File: config.mk
export PLATFORM = sky130hd
export DESIGN_NAME = four_way_link_splitter_flat
export DESIGN_NICKNAME = d
export VERILOG_FILES = /design/src/rtl/four_way_link_splitter_pkg.sv /design/src/rtl/link_if.sv /design/src/rtl/link_fifo.sv /design/src/rtl/four_way_link_splitter.sv /design/src/flat_wrapper.sv
export SDC_FILE = /design/constraint.sdc
export NUM_CORES = 1
export LEC_CHECK = 0
export CORE_UTILIZATION = 36
export DETAILED_ROUTE_END_ITERATION = 7
export MAX_ROUTING_LAYER = met4
export PLACE_DENSITY = 0.78
export SYNTH_ARGS = -nofsm -noshare
export SYNTH_HDL_FRONTEND = slang
export SYNTH_SLANG_ARGS = --single-unit
export TNS_END_PERCENT = 20
File: constraint.sdc
create_clock -name clk -period 2 [get_ports clk]
set_clock_uncertainty 0.1 [all_clocks]
set_input_delay 0.3 -clock clk [delete_from_list [all_inputs] [get_ports clk]]
set_output_delay 0.3 -clock clk [all_outputs]
set_load 0.03 [all_outputs]
File: src/rtl/four_way_link_splitter_pkg.sv
// Shared interconnect types for the link splitter: packet payload, idle
// packet value and dispatch FSM states.
package four_way_link_splitter_pkg;

  localparam int unsigned NUM_OUTPUTS = 4;
  localparam int unsigned ID_W        = 4;
  localparam int unsigned PAYLOAD_W   = 16;

  typedef struct packed {
    logic [ID_W-1:0]      id;
    logic [PAYLOAD_W-1:0] payload;
  } packet_t;

  localparam packet_t NULL_PACKET = '0;

  typedef enum logic {
    IDLE     = 1'b0,
    DISPATCH = 1'b1
  } splitter_state_t;

  // True when every still-pending output is acknowledging this cycle.
  function automatic logic dispatch_done(input logic [NUM_OUTPUTS-1:0] pending,
                                         input logic [NUM_OUTPUTS-1:0] acks);
    return (pending & ~acks) == '0;
  endfunction

endpackage

File: src/rtl/link_if.sv
// Point-to-point req/ack link carrying one packet per transfer.
interface link_if;
  import four_way_link_splitter_pkg::*;

  logic    req;
  logic    ack;
  packet_t packet;

  modport sender   (output req, output packet, input ack);
  modport receiver (input req, input packet, output ack);
endinterface

File: src/rtl/link_fifo.sv
// Small circular packet FIFO shared by the buffered interconnect blocks.
// Head packet is visible combinationally from the storage array.
module link_fifo
  import four_way_link_splitter_pkg::*;
#(
  parameter int unsigned DEPTH = 2,
  parameter type         pkt_t = packet_t
) (
  input  logic                     clk,
  input  logic                     reset,
  input  logic                     enq,
  input  logic                     deq,
  input  pkt_t                     enq_packet,
  output pkt_t                     head_packet,
  output logic                     empty,
  output logic                     full,
  output logic [$clog2(DEPTH):0]   count
);

  localparam int unsigned PTR_W = $clog2(DEPTH);
  localparam int unsigned CNT_W = PTR_W + 1;

  pkt_t             mem [DEPTH];
  logic [PTR_W-1:0] wr_ptr;
  logic [PTR_W-1:0] rd_ptr;

  assign head_packet = mem[rd_ptr];
  assign empty       = (count == '0);
  assign full        = (count == CNT_W'(DEPTH));

  // Storage carries no reset; occupancy is tracked by count alone.
  always_ff @(posedge clk) begin
    if (enq) begin
      mem[wr_ptr] <= enq_packet;
    end
  end

  always_ff @(posedge clk) begin
    if (reset) begin
      wr_ptr <= '0;
      rd_ptr <= '0;
      count  <= '0;
    end else begin
      if (enq) begin
        wr_ptr <= PTR_W'(wr_ptr + 1'b1);
      end
      if (deq) begin
        rd_ptr <= PTR_W'(rd_ptr + 1'b1);
      end
      case ({enq, deq})
        2'b10:   count <= CNT_W'(count + 1'b1);
        2'b01:   count <= CNT_W'(count - 1'b1);
        default: count <= count;
      endcase
    end
  end

endmodule

File: src/rtl/four_way_link_splitter.sv
// Buffered one-to-four link fan-out: queues input packets and multicasts the
// head to every output selected by the mask captured at load time.
module four_way_link_splitter
  import four_way_link_splitter_pkg::*;
#(
  parameter int unsigned BUFFER_DEPTH = 2
) (
  input  logic                   clk,
  input  logic                   reset,
  input  logic [NUM_OUTPUTS-1:0] output_enable_mask,
  link_if.receiver               input_link,
  link_if.sender                 output_link_0,
  link_if.sender                 output_link_1,
  link_if.sender                 output_link_2,
  link_if.sender                 output_link_3
);

  localparam int unsigned CNT_W = $clog2(BUFFER_DEPTH) + 1;

  splitter_state_t        state;
  logic [NUM_OUTPUTS-1:0] pending;

  logic                   empty;
  logic                   full;
  logic [CNT_W-1:0]       count;
  packet_t                head_packet;

  logic                   enq_c;
  logic                   deq_c;
  logic                   done_c;
  logic [NUM_OUTPUTS-1:0] acks_c;
  logic [NUM_OUTPUTS-1:0] req_c;
  packet_t                out_packet_c [NUM_OUTPUTS];

  // Input ack depends only on registered occupancy, never on output acks.
  assign input_link.ack = ~full & ~reset;
  assign enq_c          = input_link.req & input_link.ack;

  assign acks_c = {output_link_3.ack, output_link_2.ack,
                   output_link_1.ack, output_link_0.ack};
  assign done_c = dispatch_done(pending, acks_c);
  assign deq_c  = (state == DISPATCH) && done_c;

  link_fifo #(
    .DEPTH (BUFFER_DEPTH),
    .pkt_t (packet_t)
  ) u_fifo (
    .clk         (clk),
    .reset       (reset),
    .enq         (enq_c),
    .deq         (deq_c),
    .enq_packet  (input_link.packet),
    .head_packet (head_packet),
    .empty       (empty),
    .full        (full),
    .count       (count)
  );

  // Dispatch FSM; reload back-to-back only when a second entry is already queued.
  always_ff @(posedge clk) begin
    if (reset) begin
      state   <= IDLE;
      pending <= '0;
    end else begin
      case (state)
        IDLE: begin
          if (!empty && (output_enable_mask != '0)) begin
            pending <= output_enable_mask;
            state   <= DISPATCH;
          end
        end
        DISPATCH: begin
          if (done_c) begin
            if ((count > CNT_W'(1)) && (output_enable_mask != '0)) begin
              pending <= output_enable_mask;
            end else begin
              pending <= '0;
              state   <= IDLE;
            end
          end else begin
            pending <= pending & ~acks_c;
          end
        end
        default: begin
          pending <= '0;
          state   <= IDLE;
        end
      endcase
    end
  end

  // Requests follow the pending register, forced low during reset.
  assign req_c = pending & {NUM_OUTPUTS{~reset}};

  always_comb begin
    for (int i = 0; i < NUM_OUTPUTS; i++) begin
      out_packet_c[i] = req_c[i] ? head_packet : NULL_PACKET;
    end
  end

  assign output_link_0.req    = req_c[0];
  assign output_link_1.req    = req_c[1];
  assign output_link_2.req    = req_c[2];
  assign output_link_3.req    = req_c[3];
  assign output_link_0.packet = out_packet_c[0];
  assign output_link_1.packet = out_packet_c[1];
  assign output_link_2.packet = out_packet_c[2];
  assign output_link_3.packet = out_packet_c[3];

endmodule
File: src/flat_wrapper.sv
// flat-port wrapper written by rule: the top's interface ports become plain ports
module four_way_link_splitter_flat import four_way_link_splitter_pkg::*;
#(
  parameter int unsigned BUFFER_DEPTH = 2
)
  (clk, reset, output_enable_mask, input_link_req, input_link_packet, input_link_ack, output_link_0_req, output_link_0_packet, output_link_0_ack, output_link_1_req, output_link_1_packet, output_link_1_ack, output_link_2_req, output_link_2_packet, output_link_2_ack, output_link_3_req, output_link_3_packet, output_link_3_ack);
  link_if input_link_i ();
  link_if output_link_0_i ();
  link_if output_link_1_i ();
  link_if output_link_2_i ();
  link_if output_link_3_i ();
  input  logic clk;
  input  logic reset;
  input  logic [NUM_OUTPUTS-1:0] output_enable_mask;
  input wire logic [$bits(input_link_i.req)-1:0] input_link_req;
  input wire logic [$bits(input_link_i.packet)-1:0] input_link_packet;
  output wire logic [$bits(input_link_i.ack)-1:0] input_link_ack;
  output wire logic [$bits(output_link_0_i.req)-1:0] output_link_0_req;
  output wire logic [$bits(output_link_0_i.packet)-1:0] output_link_0_packet;
  input wire logic [$bits(output_link_0_i.ack)-1:0] output_link_0_ack;
  output wire logic [$bits(output_link_1_i.req)-1:0] output_link_1_req;
  output wire logic [$bits(output_link_1_i.packet)-1:0] output_link_1_packet;
  input wire logic [$bits(output_link_1_i.ack)-1:0] output_link_1_ack;
  output wire logic [$bits(output_link_2_i.req)-1:0] output_link_2_req;
  output wire logic [$bits(output_link_2_i.packet)-1:0] output_link_2_packet;
  input wire logic [$bits(output_link_2_i.ack)-1:0] output_link_2_ack;
  output wire logic [$bits(output_link_3_i.req)-1:0] output_link_3_req;
  output wire logic [$bits(output_link_3_i.packet)-1:0] output_link_3_packet;
  input wire logic [$bits(output_link_3_i.ack)-1:0] output_link_3_ack;
  assign input_link_i.req = input_link_req;
  assign input_link_i.packet = input_link_packet;
  assign input_link_ack = input_link_i.ack;
  assign output_link_0_req = output_link_0_i.req;
  assign output_link_0_packet = output_link_0_i.packet;
  assign output_link_0_i.ack = output_link_0_ack;
  assign output_link_1_req = output_link_1_i.req;
  assign output_link_1_packet = output_link_1_i.packet;
  assign output_link_1_i.ack = output_link_1_ack;
  assign output_link_2_req = output_link_2_i.req;
  assign output_link_2_packet = output_link_2_i.packet;
  assign output_link_2_i.ack = output_link_2_ack;
  assign output_link_3_req = output_link_3_i.req;
  assign output_link_3_packet = output_link_3_i.packet;
  assign output_link_3_i.ack = output_link_3_ack;
  four_way_link_splitter #(.BUFFER_DEPTH(BUFFER_DEPTH)) u_core (.clk(clk), .reset(reset), .output_enable_mask(output_enable_mask), .input_link(input_link_i), .output_link_0(output_link_0_i), .output_link_1(output_link_1_i), .output_link_2(output_link_2_i), .output_link_3(output_link_3_i));
endmodule
==> results of run 1 <==
cells in the final DEF, fill, tap and decap left out, types with 3 or more instances in the layout:
cell and instances:
ha_1 4, edfxtp_1 40, nor2_1 86, inv_1 6
a21oi_1 7, buf_12 4, inv_2 6, clkdlybuf4s50_1 29
clkbuf_8 5, nand2b_1 4, buf_4 100, mux2i_1 17
mux2i_2 7, dfxtp_1 9, xor2_1 3, o2bb2ai_1 4
registers in the layout, summed over array words and instances (netlist names), named ones only:
register and count:
u_core.pending 4, u_core.state 1, u_core.u_fifo.count 2, u_core.u_fifo.mem 40
u_core.u_fifo.rd_ptr 1, u_core.u_fifo.wr_ptr 1
layout make-up:
class,count,area (um2),share of cell area [%]
sequential,50,1410,38.5
timing repair buffer,134,1130,30.9
multi-input combinational,147,876,24.0
tap,75,93.8,2.57
clock buffer,5,68.8,1.88
inverter,12,45.0,1.23
clock inverter,2,33.8,0.925
what timing repair did:
item                                   CTS  global route
resized for setup                        4             6
hold buffers                             0             0
gates cloned                             0             0
endpoints found under the hold margin    0             0
setup endpoints to repair               68            54
synthesized netlist by cell type, types with 2 or more instances:
master / instances / area share (%)
nor2_1: 88 / 14
edfxtp_1: 40 / 51
mux2i_1: 24 / 10
dfxtp_1: 10 / 8.6
clkbuf_1: 9 / 1.4
a21oi_1: 7 / 1.5
inv_1: 6 / 0.96
inv_2: 6 / 0.96
ha_1: 4 / 2.1
nand2b_1: 4 / 1.1
o2bb2ai_1: 4 / 1.5
xor2_1: 3 / 1.1
buf_2: 2 / 0.43
nand2_1: 2 / 0.32
o21ai_0: 2 / 0.43
metrics by stage:
| step | setup slack, ns | cells | TNS (ns) | util (%) | hold slack, ns |
|---|---|---|---|---|---|
| global placement | 0.0551 | 418 | 0 | 57.8 | 0.391 |
| CTS | -0.00750 | 425 | -0.0146 | 59.6 | 0.426 |
| floorplan | 0.0677 | 221 | 0 | - | 0.299 |
| detailed placement | -0.00376 | 418 | -0.00376 | 57.8 | 0.423 |
| finish | 0.0898 | 425 | 0 | 59.9 | 0.420 |
| global route | 0.00542 | 425 | 0 | 59.9 | 0.470 |
path summary, 6_finish.rpt:
kind,start,endpoint,slack [ns],cells past startpoint
hold reg to reg,u_core.u_fifo.rd_ptr$_SDFFE_PP0P_,flop,0.42,2
setup reg to reg,u_core.u_fifo.count[0]$_SDFFE_PP0P_,u_core.u_fifo.count[0]$_SDFFE_PP0P_,0.27,7
setup / recovery,flop,output_link_0_packet[6],0.09,4
hold / removal,u_core.u_fifo.rd_ptr$_SDFFE_PP0P_,flop,0.42,2
cells by family after synthesis:
logic type                 synth area share (%)
and+or+nand+nor                            17.3
DFF                                        60.0
buffers and inverters                      4.12
muxes                                      10.3
AOI/OAI and AO/OA                          5.03
adders and majority gates                  2.14
xor gates and xnor gates                   1.13
layer usage:
metal / GRT usage, % / vias up
li1: - / 1000
met2: 31.1 / 80
met1: 20.5 / 912
met3: 4.29 / 2
met5: - / -
met4: 3.10 / 0
critical path, delay by kind of cell (launching register included):
family | cells | cell delay, ns
multiplexers | 1 | 0.33
buffers and inverters | 2 | 0.37
AND/OR/NAND/NOR | 1 | 0.10
flip-flops | 1 | 0.42
power groups by stage:
stage | Sequential (uW) | Combinational, uW | Clock (uW)
finish | 1360 | 1760 | 660
CTS | 1360 | 1750 | 682
detailed placement | 1380 | 1740 | 0
global route | 1380 | 1910 | 724
floorplan | 1330 | 1130 | 0
global placement | 1370 | 1710 | 0
==> out/results.txt, run 1 <==
Seq pwr share -> 36.0%
Fin. Hold Viols -> 0
Final Setup Violations -> 0
Vias in the first global route -> 1805
I/O Buffers -> 115
First drt pass iteration count -> 4
Setup CP Type -> reg -> out
FILL cells -> 520
Cells after Synth -> 221
Leakage -> 0.00159 uW
Vias/cell -> 4.69
Outcome -> complete, no violations
Post-synth ARST share -> 0%
CP Launch Type -> flop
Die H -> 82.6 um
Max_slew headroom -> 67.7%
Setup crit end kind -> primary output
Largest stage delay, worst path -> 0.42 ns
CTS Buf Count -> 5
Met2 WL -> 3000 um
Area growth syn-to-layout -> 56.3%
Cell seen most often among critical-path stages -> buf_4
Clock Power Share -> 17.4%
Largest net degree at the start of global routing -> 21
Syn nets -> 256
Tot Pwr -> 3780 uW
Post-DP HPWL -> 4500 um
Top FF cell, synth -> edfxtp_1
Seq cells post-synth -> 50
Total number of vias -> 1994
Logic gate share of total power -> 46.6%
Minimum clock period -> 1.91 ns
Final ANT Viol Nets -> 0
Die Wd -> 82.6 um
Design area -> 3650 um2
Core Region -> 6100 um2
Hold crit path type -> reg -> reg
Pwr/cell area -> 1040 nW/um2
Crit path cell chain -> buf_4, mux2i_2, nor2_1, buf_4
FP Rows -> 28
Worst vdd rail ir drop -> 542 uV
CTS tree -> done
Total grt overflow -> 0
Avg WL per Cell -> 13.7 um
Clock Tree Buf Depth -> 2
# DRC -> 0
Critical path data required time -> 1.60 ns
Synth Warn # -> 0
Sink Count -> 50
RePlAce Congestion -> 0.810
Synth Cell Area -> 2340 um2
Wire length on met1 -> 2380 um
Placed Area -> 3520 um2
DIE AREA -> 6820 um2
Top routing layer in use -> met4
Initial antenna violation count -> 0
Global-route wire length before repair -> 8470 um
Post-synthesis average cell area -> 10.6 um2
Post-CTS setup buffer count -> 0
# IOs -> 116
DR iter-0 viols -> 66
Unique masters post-synth -> 25
Post-synth EDFFs -> 40
Int Pwr -> 2340 uW
Final worst path period share -> 95.5%
Worst-path clk slew -> 0.08 ns
RSZ-0062 raised after global routing -> false
Post-synthesis sequential area ratio -> 60.0%
Post-Route WL -> 5830 um
Sw power -> 1440 uW
Total GRT Usage -> 17.6%
WP data arrival -> 1.51 ns
Final net count -> 385
Ant diodes -> 0
Clock Latency Late Sink -> 0.29 ns
Crit-path max FO -> 6
Worst path slowest cell -> dfxtp_4
Total of max-cap violations -> 0
Switching Share -> 38.1%
Worst-margin pin slew -> 0.471 ns
Layout cells sized above 1 -> 37.1%
Achievable frequency -> 524 MHz
Met3 routed WL -> 438 um
CTS HTree Levels -> 2
Cell at the root of the clock tree -> clkbuf_8
Initial core utilization -> 38.3%
Max Slew Vio Count -> 0
(Power assumes the default switching activity.)
==> run 2: changes to the inputs <==
Settings changed: CORE_UTILIZATION 36 to 37, CTS_CLUSTER_DIAMETER set to 80, SYNTH_HIERARCHICAL set to 1.
==> run 2 against run 1 <==
Against the previous run:
- synthesized area is 7.4% higher
- the run now ends with DRC left
- largest power group unchanged
- die area rose by 4.4%
- power decreased by 5.2%
- clock power fell by 20%
- first-iteration DRC count grew 71%
- highest routed layer unchanged
- cell count fell by 0.71%
- via count up 0.40%
- core utilization barely moved
==> out/results.txt, run 2 <==
Outcome -> complete, but fails checks (was complete, no violations)
Failing checks -> DRC
Reg2reg end -> u_core/u_fifo/count[1]$_SDFFE_PP0P_ (was u_core.u_fifo.count[0]$_SDFFE_PP0P_)
Seq cells post-synth -> 50 (unchanged)
Crit-path max FO -> 11 (was 6)
Commonest non-fill, non-tap cell in the layout -> buf_4 (unchanged)
Hold crit path type -> in -> reg (was reg -> reg)
Final worst path period share -> 95.1% (was 95.5%)
Worst setup path end -> output_link_2_packet[14] (was output_link_0_packet[6])
Worst R2R Setup Slack -> 0.18 ns (was 0.27 ns)
Worst-margin pin slew -> 0.248 ns (was 0.471 ns)
FP Rows -> 29 (was 28)
Max_slew headroom -> 83.4% (was 67.7%)
RePlAce Congestion -> 0.812 (was 0.810)
Post-synth EDFFs -> 40 (unchanged)
Post-synth top cells -> and2_1, edfxtp_1, mux2_2 (was nor2_1, edfxtp_1, mux2i_1)
Dpl cells -> 413 (was 418)
Top-area cell type share of the netlist area -> 47.9% (was 51.4%)
Post-synth ARST share -> 0% (unchanged)
Cell type contributing the most total cell area after synthesis -> edfxtp_1 (unchanged)
Worst-path clk slew -> 0.08 ns (about the same)
Synth area leaders -> edfxtp_1, and2_1, mux2_2, dfxtp_1, nor2_1 (was edfxtp_1, nor2_1, mux2i_1, dfxtp_1, ha_1)
Biggest regs -> u_core/u_fifo/mem x40, u_core/pending x4, u_core/u_fifo/count x2 (was u_core.u_fifo.mem x40, u_core.pending x4, u_core.u_fifo.count x2)
RSZ-0062 raised after global routing -> false (unchanged)
I/O Buffers -> 115 (unchanged)
Final net count -> 377 (was 385)
Total of max-cap violations -> 0 (unchanged)
Avg WL per Cell -> 14.6 um (was 13.7 um)
Hold_buf cts -> 0 (unchanged)
Die H -> 84.3 um (was 82.6 um)
Synth Warn # -> 6 (was 0)
Total GRT Usage -> 17.5% (was 17.6%)
Cell Count, Final, Fillers Out -> 422 (was 425)
Core Region -> 6460 um2 (was 6100 um2)
Post-DP HPWL -> 4450 um (was 4500 um)
FF+latch area -> 1400 um2 (was 1410 um2)
Die Wd -> 84.3 um (was 82.6 um)
Total grt overflow -> 0 (unchanged)
Setup TNS -> 0 ns (unchanged)
Most numerous cell in the Yosys netlist -> and2_1 (was nor2_1)
Setup CP Type -> reg -> out (unchanged)
Final hold slack -> 0.344 ns (was 0.420 ns)
Initial core utilization -> 38.8% (was 38.3%)
Final Setup Violations -> 0 (unchanged)
Worst vdd rail ir drop -> 558 uV (was 542 uV)
Most frequent cells in the layout -> buf_4, and2_1, edfxtp_1 (was buf_4, nor2_1, edfxtp_1)
Syn nets -> 244 (was 256)
Synth Cell Area -> 2510 um2 (was 2340 um2)
Largest register FFs -> 40 (unchanged)
Clock Latency Late Sink -> 0.29 ns (about the same)
Vias/cell -> 4.74 (was 4.69)
CP Launch Type -> flop (unchanged)
First drt pass iteration count -> 7 (was 4)
Sink Count -> 50 (unchanged)
Fin. Hold Viols -> 0 (unchanged)
R2R cell count -> 7 (unchanged)
Cells after Synth -> 212 (was 221)
Initial antenna violation count -> 0 (unchanged)
Post-synthesis sequential area ratio -> 55.9% (was 60.0%)
Multi-input gate area -> 1090 um2 (was 876 um2)
Setup crit end kind -> primary output (unchanged)
CTS tree -> done (unchanged)
Achievable frequency -> 526 MHz (was 524 MHz)
WP data arrival -> 1.50 ns (was 1.51 ns)
CTS Buf Count -> 5 (unchanged)
Global-route wire length before repair -> 9340 um (was 8470 um)
Ant diodes -> 0 (unchanged)
FILL cells -> 548 (was 520)
Unique masters post-synth -> 27 (was 25)
# DRC -> 11 (was 0)
Clock Tree Buf Depth -> 2 (unchanged)
Total number of vias -> 2002 (was 1994)
# IOs -> 116 (unchanged)
Leakage -> 0.00166 uW (was 0.00159 uW)
Layout cells sized above 1 -> 42.0% (was 37.1%)
Vias in the first global route -> 1921 (was 1805)
Final core utilization -> 59.9% (about the same)
Top FF cell, synth -> edfxtp_1 (unchanged)
Post-synthesis average cell area -> 11.8 um2 (was 10.6 um2)
Max Slew Vio Count -> 0 (unchanged)
Critical path data required time -> 1.60 ns (about the same)
Final ANT Viol Nets -> 0 (unchanged)
Cell at the root of the clock tree -> clkbuf_8 (unchanged)
Minimum clock period -> 1.90 ns (was 1.91 ns)
Pwr/cell area -> 928 nW/um2 (was 1040 nW/um2)
Area growth syn-to-layout -> 54.2% (was 56.3%)
CTS HTree Levels -> 2 (unchanged)
Placed Area -> 3720 um2 (was 3520 um2)
Largest register by flop count -> u_core/u_fifo/mem (was u_core.u_fifo.mem)
Design area -> 3870 um2 (was 3650 um2)
DIE AREA -> 7110 um2 (was 6820 um2)
Post-Route WL -> 6140 um (was 5830 um)
Largest net degree at the start of global routing -> 22 (was 21)
DR iter-0 viols -> 113 (was 66)
Reg-to-Reg Start -> u_core/u_fifo/count[1]$_SDFFE_PP0P_ (was u_core.u_fifo.count[0]$_SDFFE_PP0P_)
==> run 2: cell count changes after synthesis, moves of 3 or more <==
cell and change:
a21boi_0 +3, a21oi_1 -5, and2_1 +82, ha_1 -3
inv_1 -3, inv_2 -6, mux2_2 +20, mux2i_1 -20
nor2_1 -77, nor2b_1 +3, xnor2_1 +3
==> run 2: layout make-up <==
cell class	instances	area share, %
flip-flops and latches	50	36.3
multi-input cells	147	28.1
inverters	3	0.291
clock buffers	7	1.97
well taps	77	2.49
repair buffers	138	30.9
==> run 2: critical path, cell delays in order, from the launching register on <==
cell and delay (ns):
dfxtp_2 0.35, buf_6 0.16, mux2_2 0.38, and2_1 0.15, buf_4 0.16
==> run 2: logic make-up after synthesis <==
kind of cell / share of synthesized area [%]
buffers and inverters: 2.49
xor gates and xnor gates: 1.40
DFF: 55.9
muxes: 10.6
AOI/OAI and AO/OA: 3.74
and+or+nand+nor: 25.4
adders and majority gates: 0.499
==> run 2: worst min-delay path by stage <==
| stage | slack (ns) | end | start | depth (start not counted) |
|---|---|---|---|---|
| final | 0.34 | flop | reset | 3 |
| after global routing | 0.35 | flop | reset | 3 |
| after CTS | 0.43 | u_core/u_fifo/count[1]$_SDFFE_PP0P_ | u_core/u_fifo/count[1]$_SDFFE_PP0P_ | 2 |
| after detailed placement | 0.41 | u_core/u_fifo/count[1]$_SDFFE_PP0P_ | u_core/u_fifo/count[1]$_SDFFE_PP0P_ | 2 |
| after global placement | 0.40 | u_core/u_fifo/rd_ptr$_SDFFE_PP0P_ | u_core/u_fifo/rd_ptr$_SDFFE_PP0P_ | 2 |
| after floorplan | 0.27 | u_core/u_fifo/count[1]$_SDFFE_PP0P_ | reset | 1 |
==> run 2: timing repair <==
item,in CTS,in global routing
buffers inserted,0,0
gates cloned,0,2
pin swaps,0,0
endpoints found under the hold margin,0,0
resized for setup,5,16
setup endpoints to repair,72,74
==> run 2: through the flow <==
step           setup WS [ns]  total power [uW]
2_1_floorplan        -0.0246              2390
3_3_place_gp         -0.0784              2980
3_5_place_dp          -0.106              3020
4_1_cts              -0.0341              3570
5_1_grt               0.0185              3790
6_report              0.0988              3590
==> run 2: metal layers <==
| metal | global-route usage (%) | part of all wire [%] | vias up |
|---|---|---|---|
| li1 | - | - | 982 |
| met1 | 18.7 | 40 | 935 |
| met2 | 31.8 | 51 | 75 |
| met3 | 3.44 | 6.4 | 10 |
| met4 | 7.24 | 2.0 | 0 |
| met5 | - | 0 | - |
==> run 2: where the power goes <==
part           total, uW  internal (uW)  switching [uW]
registers           1320           1260            69.0
clock network        530            241             289
logic               1730            807             927
total               3590           2300            1280
==> run 3: changes to the inputs <==
Settings changed: CORE_UTILIZATION 37 to 40, PLACE_DENSITY 0.78 to 0.8, SLEW_MARGIN set to 20.
Clock period 2 ns to 2.3 ns, I/O delays scaled along.
==> run 3 against run 2 <==
Against the previous run:
- the run now ends clean
- worst hold slack improved by 0.087 ns
- register-to-register slack improved by 0.05 ns
- combinational power decreased by 23%
- routed wire length decreased by 4.6%
- via count decreased by 4.1%
- design area decreased by 5.4%
- sequential power decreased by 12%
- power decreased by 18%
- global-route usage increased by 1.0 points
- clock power decreased by 12%
- flip-flop and latch count unchanged
- setup slack improved by 0.11 ns
- critical path type is now in -> out
- critical endpoint is now output_link_1_packet[6]
==> out/results.txt, run 3 (synthesis gave the netlist of run 2 again) <==
Die Wd -> 81.2 um (was 84.3 um)
Clock Latency Late Sink -> 0.29 ns (about the same)
RSZ-0062 raised after global routing -> false (unchanged)
Worst Setup SP -> reset
Worst path slowest cell -> clkdlybuf4s50_1 (was mux2_2)
Worst-margin pin slew -> 0.517 ns (was 0.248 ns)
Crit-path max FO -> 21 (was 11)
Post-Route WL -> 5860 um (was 6140 um)
Total number of vias -> 1919 (was 2002)
Avg WL per Cell -> 14.4 um (was 14.6 um)
Cell Count, Final, Fillers Out -> 407 (was 422)
Vias/cell -> 4.71 (was 4.74)
Most frequent cells in the layout -> buf_4, and2_1, edfxtp_1 (unchanged)
Hold Crit Start -> u_core/u_fifo/rd_ptr$_SDFFE_PP0P_ (was reset)
Total of max-cap violations -> 0 (unchanged)
Area growth syn-to-layout -> 45.9% (was 54.2%)
Clock Tree Buf Depth -> 2 (unchanged)
Setup TNS -> 0 ns (unchanged)
Fin. Hold Viols -> 0 (unchanged)
CP Launch Type -> input pin (was flop)
Final net count -> 364 (was 377)
Minimum clock period -> 2.09 ns
Leakage -> 0.00156 uW (was 0.00166 uW)
Largest register FFs -> 40 (unchanged)
Vias in the first global route -> 1761 (was 1921)
Pwr/cell area -> 807 nW/um2 (was 928 nW/um2)
Post-DP HPWL -> 4310 um (was 4450 um)
Cell at the root of the clock tree -> clkbuf_8 (unchanged)
Total grt overflow -> 0 (unchanged)
Hold crit path type -> reg -> reg (was in -> reg)
WP data arrival -> 1.64 ns (was 1.50 ns)
# DRC -> 0 (was 11)
Post-cts repair resize count -> 0 (was 5)
Reg-to-Reg Start -> u_core/u_fifo/count[0]$_SDFFE_PP0P_ (was u_core/u_fifo/count[1]$_SDFFE_PP0P_)
Sink Count -> 50 (unchanged)
Setup crit end kind -> primary output (unchanged)
CTS Buf Count -> 5 (unchanged)
Die H -> 81.2 um (was 84.3 um)
Logic gate share of total power -> 45.1% (was 48.3%)
Final Setup Violations -> 0 (unchanged)
Final worst path period share -> 90.8%
Max Slew Vio Count -> 0 (unchanged)
Commonest non-fill, non-tap cell in the layout -> buf_4 (unchanged)
# IOs -> 116 (unchanged)
Crit path cell chain -> clkdlybuf4s50_1, buf_4, nor2b_1, buf_4, and2_1, buf_4 (was buf_6, mux2_2, and2_1, buf_4)
Crit path max-delay family -> buffers and inverters (was multiplexers)
Setup CP Type -> in -> out (was reg -> out)
Achievable frequency -> 479 MHz
Clock Power Share -> 15.8% (was 14.8%)
Global-route wire length before repair -> 8690 um (was 9340 um)
RePlAce Congestion -> 0.757 (was 0.812)
Post-CTS setup buffer count -> 0 (unchanged)
DIE AREA -> 6590 um2 (was 7110 um2)
Largest register by flop count -> u_core/u_fifo/mem (unchanged)
FP Rows -> 28 (was 29)
Critical path data required time -> 1.86 ns (was 1.60 ns)
Largest stage delay, worst path -> 0.42 ns (was 0.38 ns)
Largest net degree at the start of global routing -> 22 (unchanged)
Core Region -> 5990 um2 (was 6460 um2)
Ant diodes -> 0 (unchanged)
Dpl cells -> 400 (was 413)
Switching Share -> 36.2% (was 35.8%)
Seq pwr share -> 39.1% (was 36.9%)
Worst vdd rail ir drop -> 494 uV (was 558 uV)
I/O Buffers -> 115 (unchanged)
Crit path buf inv count -> 4 (was 2)
Outcome -> complete, no violations (was complete, but fails checks)
Worst-path clk slew -> 0.08 ns (about the same)
First drt pass iteration count -> 4 (was 7)
CTS HTree Levels -> 2 (unchanged)
Total GRT Usage -> 18.6% (was 17.5%)
Sw power -> 1070 uW (was 1280 uW)
Max_slew headroom -> 65.3% (was 83.4%)
DR iter-0 viols -> 78 (was 113)
CTS tree -> done (unchanged)
Int Pwr -> 1880 uW (was 2300 uW)
Initial antenna violation count -> 0 (unchanged)
Initial core utilization -> 41.9% (was 38.8%)
Layout cells sized above 1 -> 37.3% (was 42.0%)
Hold_buf cts -> 0 (unchanged)
Cell seen most often among critical-path stages -> buf_4
Final ANT Viol Nets -> 0 (unchanged)
Biggest regs -> u_core/u_fifo/mem x40, u_core/pending x4, u_core/u_fifo/count x2 (unchanged)
[run 3: final timing paths]
kind,cells after the start,end,slack [ns]
max reg2reg,7,u_core/u_fifo/count[1]$_SDFFE_PP0P_,0.23
max,6,output_link_1_packet[6],0.21
min,2,u_core/u_fifo/rd_ptr$_SDFFE_PP0P_,0.43
min reg2reg,2,u_core/u_fifo/rd_ptr$_SDFFE_PP0P_,0.43
[run 3: layout make-up]
type / instances / area (um2)
Clock buffer: 7 / 76.3
Inverter: 3 / 11.3
Multi-Input combinational cell: 147 / 1050
Timing Repair Buffer: 125 / 1030
Tap cell: 75 / 93.8
Sequential cell: 50 / 1400
Fill cell: 513 / 2330
[run 3: stage by stage]
stage	util (%)	total power (uW)	hold slack, ns	setup WS (ns)	area [um2]
after floorplan	-	2070	0.314	0.00491	2520
after global placement	59.8	2490	0.407	0.0863	3580
after detailed placement	59.8	2520	0.408	-0.00199	3580
after CTS	61.1	2980	0.433	0.195	3660
after global routing	61.1	3130	0.457	0.0846	3660
final	61.1	2950	0.431	0.211	3660
[run 3: tightest hold or removal path, delay by kind of cell, from the launching register on]
| kind | cells | cell delay (ns) |
|---|---|---|
| XOR/XNOR | 1 | 0.08 |
| flip-flops | 1 | 0.34 |
| AND/OR/NAND/NOR | 1 | 0.08 |
[run 3: power by group through the flow]
stage / registers, uW / logic, uW / clock network, uW
after floorplan: 1150 / 921 / 0
after CTS: 1160 / 1350 / 480
after detailed placement: 1170 / 1340 / 0
final: 1160 / 1330 / 467
after global routing: 1170 / 1440 / 519
after global placement: 1170 / 1320 / 0
[run 3: per-layer routing]
metal	share of wire (%)	wire length, um	global-route usage, %	vias to the layer above
li1	-	-	-	951
met4	1.5	86	6.25	0
met3	5.5	320	4.38	8
met5	0	0	-	-
met2	54	3180	33.9	63
met1	39	2270	19.4	897
==> RTL edit 1, RTL diff (config.mk and constraints of run 2) <==
`BUFFER_DEPTH` is set to 2 in 2 places; all go to 4.
--- a/src/rtl/four_way_link_splitter.sv
+++ b/src/rtl/four_way_link_splitter.sv
@@ -3,7 +3,7 @@
 module four_way_link_splitter
   import four_way_link_splitter_pkg::*;
 #(
-  parameter int unsigned BUFFER_DEPTH = 2
+  parameter int unsigned BUFFER_DEPTH = 4
 ) (
   input  logic                   clk,
   input  logic                   reset,
--- a/src/flat_wrapper.sv
+++ b/src/flat_wrapper.sv
@@ -1,7 +1,7 @@
 // flat-port wrapper written by rule: the top's interface ports become plain ports
 module four_way_link_splitter_flat import four_way_link_splitter_pkg::*;
 #(
-  parameter int unsigned BUFFER_DEPTH = 2
+  parameter int unsigned BUFFER_DEPTH = 4
 )
   (clk, reset, output_enable_mask, input_link_req, input_link_packet, input_link_ack, output_link_0_req, output_link_0_packet, output_link_0_ack, output_link_1_req, output_link_1_packet, output_link_1_ack, output_link_2_req, output_link_2_packet, output_link_2_ack, output_link_3_req, output_link_3_packet, output_link_3_ack);
   link_if input_link_i ();
Check against the original RTL: not equivalent (a bounded check fails within 4 cycles, from zero or initial values and one cycle with reset high).
==> RTL edit 1 against run 2 <==
Sequential cell count increased by 44; cell area increased by 59%; power increased by 83%; critical path depth unchanged; wire length increased by 57%; die area increased by 65%; sequential share of layout area increased by 7.5 points; worst setup slack got worse by 0.27 ns; area after synthesis increased by 67%; the flow finishes with violations (negative setup slack).
==> RTL edit 1: results (changes against run 2) <==
outcome=complete, but fails checks; failing checks=negative setup slack; met1 usage=0.212 (+0.0253); Final WS setup=-0.168 ns (-0.267 ns); post-CTS sizing=44 (+39); post-layout net count=464 (+23%); root buf cell=clkbuf_16; nonclk buf count=150 (+8.7%); htree depth=3 (+1); Signal buf overhead=0.236 (-0.0723); Setup TNS=-10.19 ns (-10.19 ns); Post-synth EDFFs=80 (+100%); dpl cell area=5650 µm² (+52%); Synth Area per Inst=14.9 µm² (+26%); number of distinct library cells after synthesis=30 (+11%); WL met2=5010 µm (+59%); met3 Track Usage GR=0.0307 (-0.00367); Syn Nets=318 (+30%); area delta synth->final=46.8%; adder-cell share of the synthesized area=0.0197 (+0.0147); layout cells sized above 1=0.475 (+0.0542); clock share of power=0.230 (+0.082); Worst Path Arrival=1.77 ns (+0.27 ns); vias=2,775 (+39%); DP HPWL=6720 µm (+51%); gp weighted congestion=0.809 (-0.33%); multiplexer share of the synthesized area=0.120 (+0.0138); leakage=2.36 nW (+42%); setup violators final=81 (+81); largest registers=u_core/u_fifo/mem: 80 flops, u_core/pending: 4 flops, u_core/u_fifo/count: 3 flops; vias in the first global route=2,862 (+49%); wire length on met3=436 µm (+11%)
RTL edit 1: cell count changes in the layout (fill, tap and decap cells not counted), sizes merged, moves of 4 or more:
cell,before,now
clkinv,0,6
inv,3,11
ha,1,5
edfxtp,40,80
nor2,11,16
mux2,20,0
mux4,0,20
dfxtp,10,14
buf,108,120
a21oi,2,7
RTL edit 1: worst register-to-register path, cell delays in order, from the launching register on:
cell and delay, ns:
dfxtp_2 0.32, inv_2 0.05, and3_4 0.19, nor2_4 0.04
and2_4 0.15, inv_2 0.07, ha_4 0.13, inv_2 0.04
fa_2 0.34, xor2_1 0.15, or3_1 0.34, a21oi_2 0.12
RTL edit 1: final timing paths:
| check | to | cells past startpoint |
|---|---|---|
| worst max-delay path | output_link_2_packet[10] | 4 |
| worst min-delay path | u_core/u_fifo/rd_ptr[1] | 2 |
| worst max register to register | u_core/u_fifo/count[2] | 11 |
| worst min register to register | u_core/u_fifo/rd_ptr[1] | 2 |
==> RTL edit 2, RTL diff (settings of run 2) <==
Made on the original files. Reset style: asynchronous (`reset`), changed in 2 clocked blocks.
--- a/src/rtl/link_fifo.sv
+++ b/src/rtl/link_fifo.sv
@@ -35,7 +35,7 @@
     end
   end
 
-  always_ff @(posedge clk) begin
+  always_ff @(posedge clk or posedge reset) begin
     if (reset) begin
       wr_ptr <= '0;
       rd_ptr <= '0;
--- a/src/rtl/four_way_link_splitter.sv
+++ b/src/rtl/four_way_link_splitter.sv
@@ -57,7 +57,7 @@
   );
 
   // Dispatch FSM; reload back-to-back only when a second entry is already queued.
-  always_ff @(posedge clk) begin
+  always_ff @(posedge clk or posedge reset) begin
     if (reset) begin
       state   <= IDLE;
       pending <= '0;
Function: same outputs for any inputs over 10 cycles, from zero or initial values and one cycle with reset high; that may be too few to reach the edited logic, so the function may still have changed.
==> RTL edit 2 against run 2 <==
The flow still finishes with violations (design-rule violations); sequential cell count down 1; area after synthesis down 1.0%; non-clock buffer count down 3; wire length up 11%; sequential power up 8%; cell area down 1.4%; worst setup slack worse by 0.084 ns; die area down 0.97%; power up 25%; via count up 3.4%; critical endpoint is now output_link_3_packet[12]; highest routed layer unchanged.
==> RTL edit 2: results (changes against run 2) <==
outcome=complete, but fails checks; failing checks=design-rule violations; GRT Total Usage=0.198 (+0.0229); root buf cell=clkbuf_8; slowest cell delay on critical path=0.43 ns (+0.05 ns); Worst Tran Pin Value=0.450 ns (+0.201 ns); maximum root-to-sink buffer count=2 (unchanged); sequential area share after synthesis=0.574 (+0.0157); vias=2,071 (+3.4%); fill cell count=552 (+0.73%); pin count of the biggest net entering global routing=23 (+4.5%); layout cells sized above 1=0.418 (-0.00238); dpl cell area=3640 µm² (-2.1%); Critical Path End=output_link_3_packet[12]; Reg2Reg Launch Point=u_core/u_fifo/count[1]; largest registers=u_core/u_fifo/mem: 40 flops, u_core/pending: 4 flops, u_core/u_fifo/count: 2 flops; number of distinct library cells after synthesis=25 (-7.4%); Starting DRT DRC Count=108 (-4.4%); Syn Nets=238 (-2.5%); critical path's slowest cell=dfrtp_2; Peak supply drop=0.426 mV (-24%); worst slack at placement=-0.140 ns (-0.0337 ns); number of buffers created by CTS=5 (unchanged); drt drc=8 (-3); top post-synthesis cells by area=edfxtp_1 48%, and2_1 11%, and3_1 10%, dfrtp_1 9.1%, mux2_2 9.1%; synth cell count leaders=42 x and2_1, 41 x and3_1, 40 x edfxtp_1; DP HPWL=4800 µm (+8.0%); R2R Path End=u_core/u_fifo/count[1]; critical path's top delay family=flip-flops; initial antenna violation count=0 (unchanged); clk slew on worst S/H paths=0.08 ns (about the same); worst skew pair latency=0.29 ns (about the same); Syn. warnings=6 (unchanged); Max Clock Freq=504 MHz (-4.2%); Synth Flop Type=edfxtp_1; Post-synth EDFFs=40 (unchanged); crit path from=u_core/u_fifo/rd_ptr; post-synthesis async set-or-reset flop share=0.184 (+0.184); maximum fanout along the worst path=5 (-6); PortBufs=115 (unchanged); R2R cell count=7 (unchanged); leakage=1.82 nW (+9.8%); Pre-Repair DR Iteration Count=6 (-1); first-pass GRT wire length=10,400 µm (+12%); htree depth=2 (unchanged); WL per Instance=16.5 µm (+13%); Fin Hold WS=0.0647 ns (-0.279 ns); Worst Hold Class=in2async; Worst Path Arrival=1.59 ns (+0.09 ns); post-layout net count=366 (-2.9%); gp weighted congestion=0.867 (+6.8%)
## RTL edit 2: cell count changes in the layout (fill, tap and decap cells not counted), moves of 4 or more
cell,delta
and2_1,-39
and3_1,+39
dfrtp_1,+8
dfxtp_1,-9
inv_1,+5
mux2_2,-10
mux2_4,+10
mux2i_1,-4
nor2_1,-5
o2bb2ai_1,-4
## RTL edit 2: how the worst min path moves through the flow
| stage | start | to | cells after the start |
|---|---|---|---|
| after floorplan | reset | u_core/u_fifo/count[0] | 1 |
| after global placement | u_core/u_fifo/count[0] | u_core/u_fifo/count[0] | 1 |
| after detailed placement | u_core/u_fifo/count[0] | u_core/u_fifo/count[0] | 1 |
| after CTS | reset | u_core/u_fifo/rd_ptr | 2 |
| after global routing | reset | u_core/u_fifo/rd_ptr | 2 |
| final | reset | u_core/u_fifo/rd_ptr | 2 |
## RTL edit 2: area by class of cell
cell class	count	area, µm²	share of cell area
sequential	49	1430	0.374
timing repair buffer	135	1150	0.302
multi-input combinational	135	1030	0.269
tap	77	96.3	0.0253
clock buffer	6	72.6	0.0190
inverter	8	30.0	0.00787
clock inverter	2	10.0	0.00262
## RTL edit 2: cell families (layout without fill, tap and decap cells)
family	Yosys count	after routing	synth area share
AO/OA/AOI/OAI	12	12	0.0348
adder cells (fa/ha/maj)	1	1	0.00504
XOR/XNOR	5	5	0.0176
flip-flops	49	49	0.574
AND/OR/NAND/NOR	97	97	0.241
multiplexers	20	20	0.0907
buffers and inverters	22	151	0.0363
## RTL edit 2: per-layer routing
metal | routed length [µm] | track usage | part of all wire
met5 | 0 | - | 0
met4 | 89 | 0.0737 | 0.013
met3 | 308 | 0.0317 | 0.045
met2 | 3430 | 0.326 | 0.50
met1 | 2960 | 0.248 | 0.44
## RTL edit 2: metrics by stage
stage                     instances   util  setup TNS [ns]  total power, mW
after global placement          402  0.567          -0.421             3.77
final                           412  0.594               0             4.48
after CTS                       410  0.581               0             4.36
after global routing            412  0.594           -1.34             4.72
after floorplan                 206      -               0             2.91
after detailed placement        402  0.567           -1.32             3.80
## RTL edit 2: power by group
group	switching (mW)	leakage [nW]	internal (mW)
logic	1.40	1.31	1.10
registers	0.120	0.473	1.31
clock network	0.305	0.0450	0.243
total	1.83	1.82	2.65
## RTL edit 2: repair_timing
| action | CTS | global route |
|---|---|---|
| buffers inserted | 0 | 0 |
| endpoints found under the setup margin | 40 | 52 |
| pin swaps | 0 | 0 |
| resized for setup | 3 | 22 |
| cloned | 0 | 2 |
## RTL edit 2: worst reg2reg max path: stages (launching register included)
cell and delay (ns):
dfrtp_1 0.45, and2b_2 0.23, nor2_2 0.09, and2_1 0.17, inv_1 0.09, ha_1 0.34
nor2_1 0.14, xor2_1 0.15
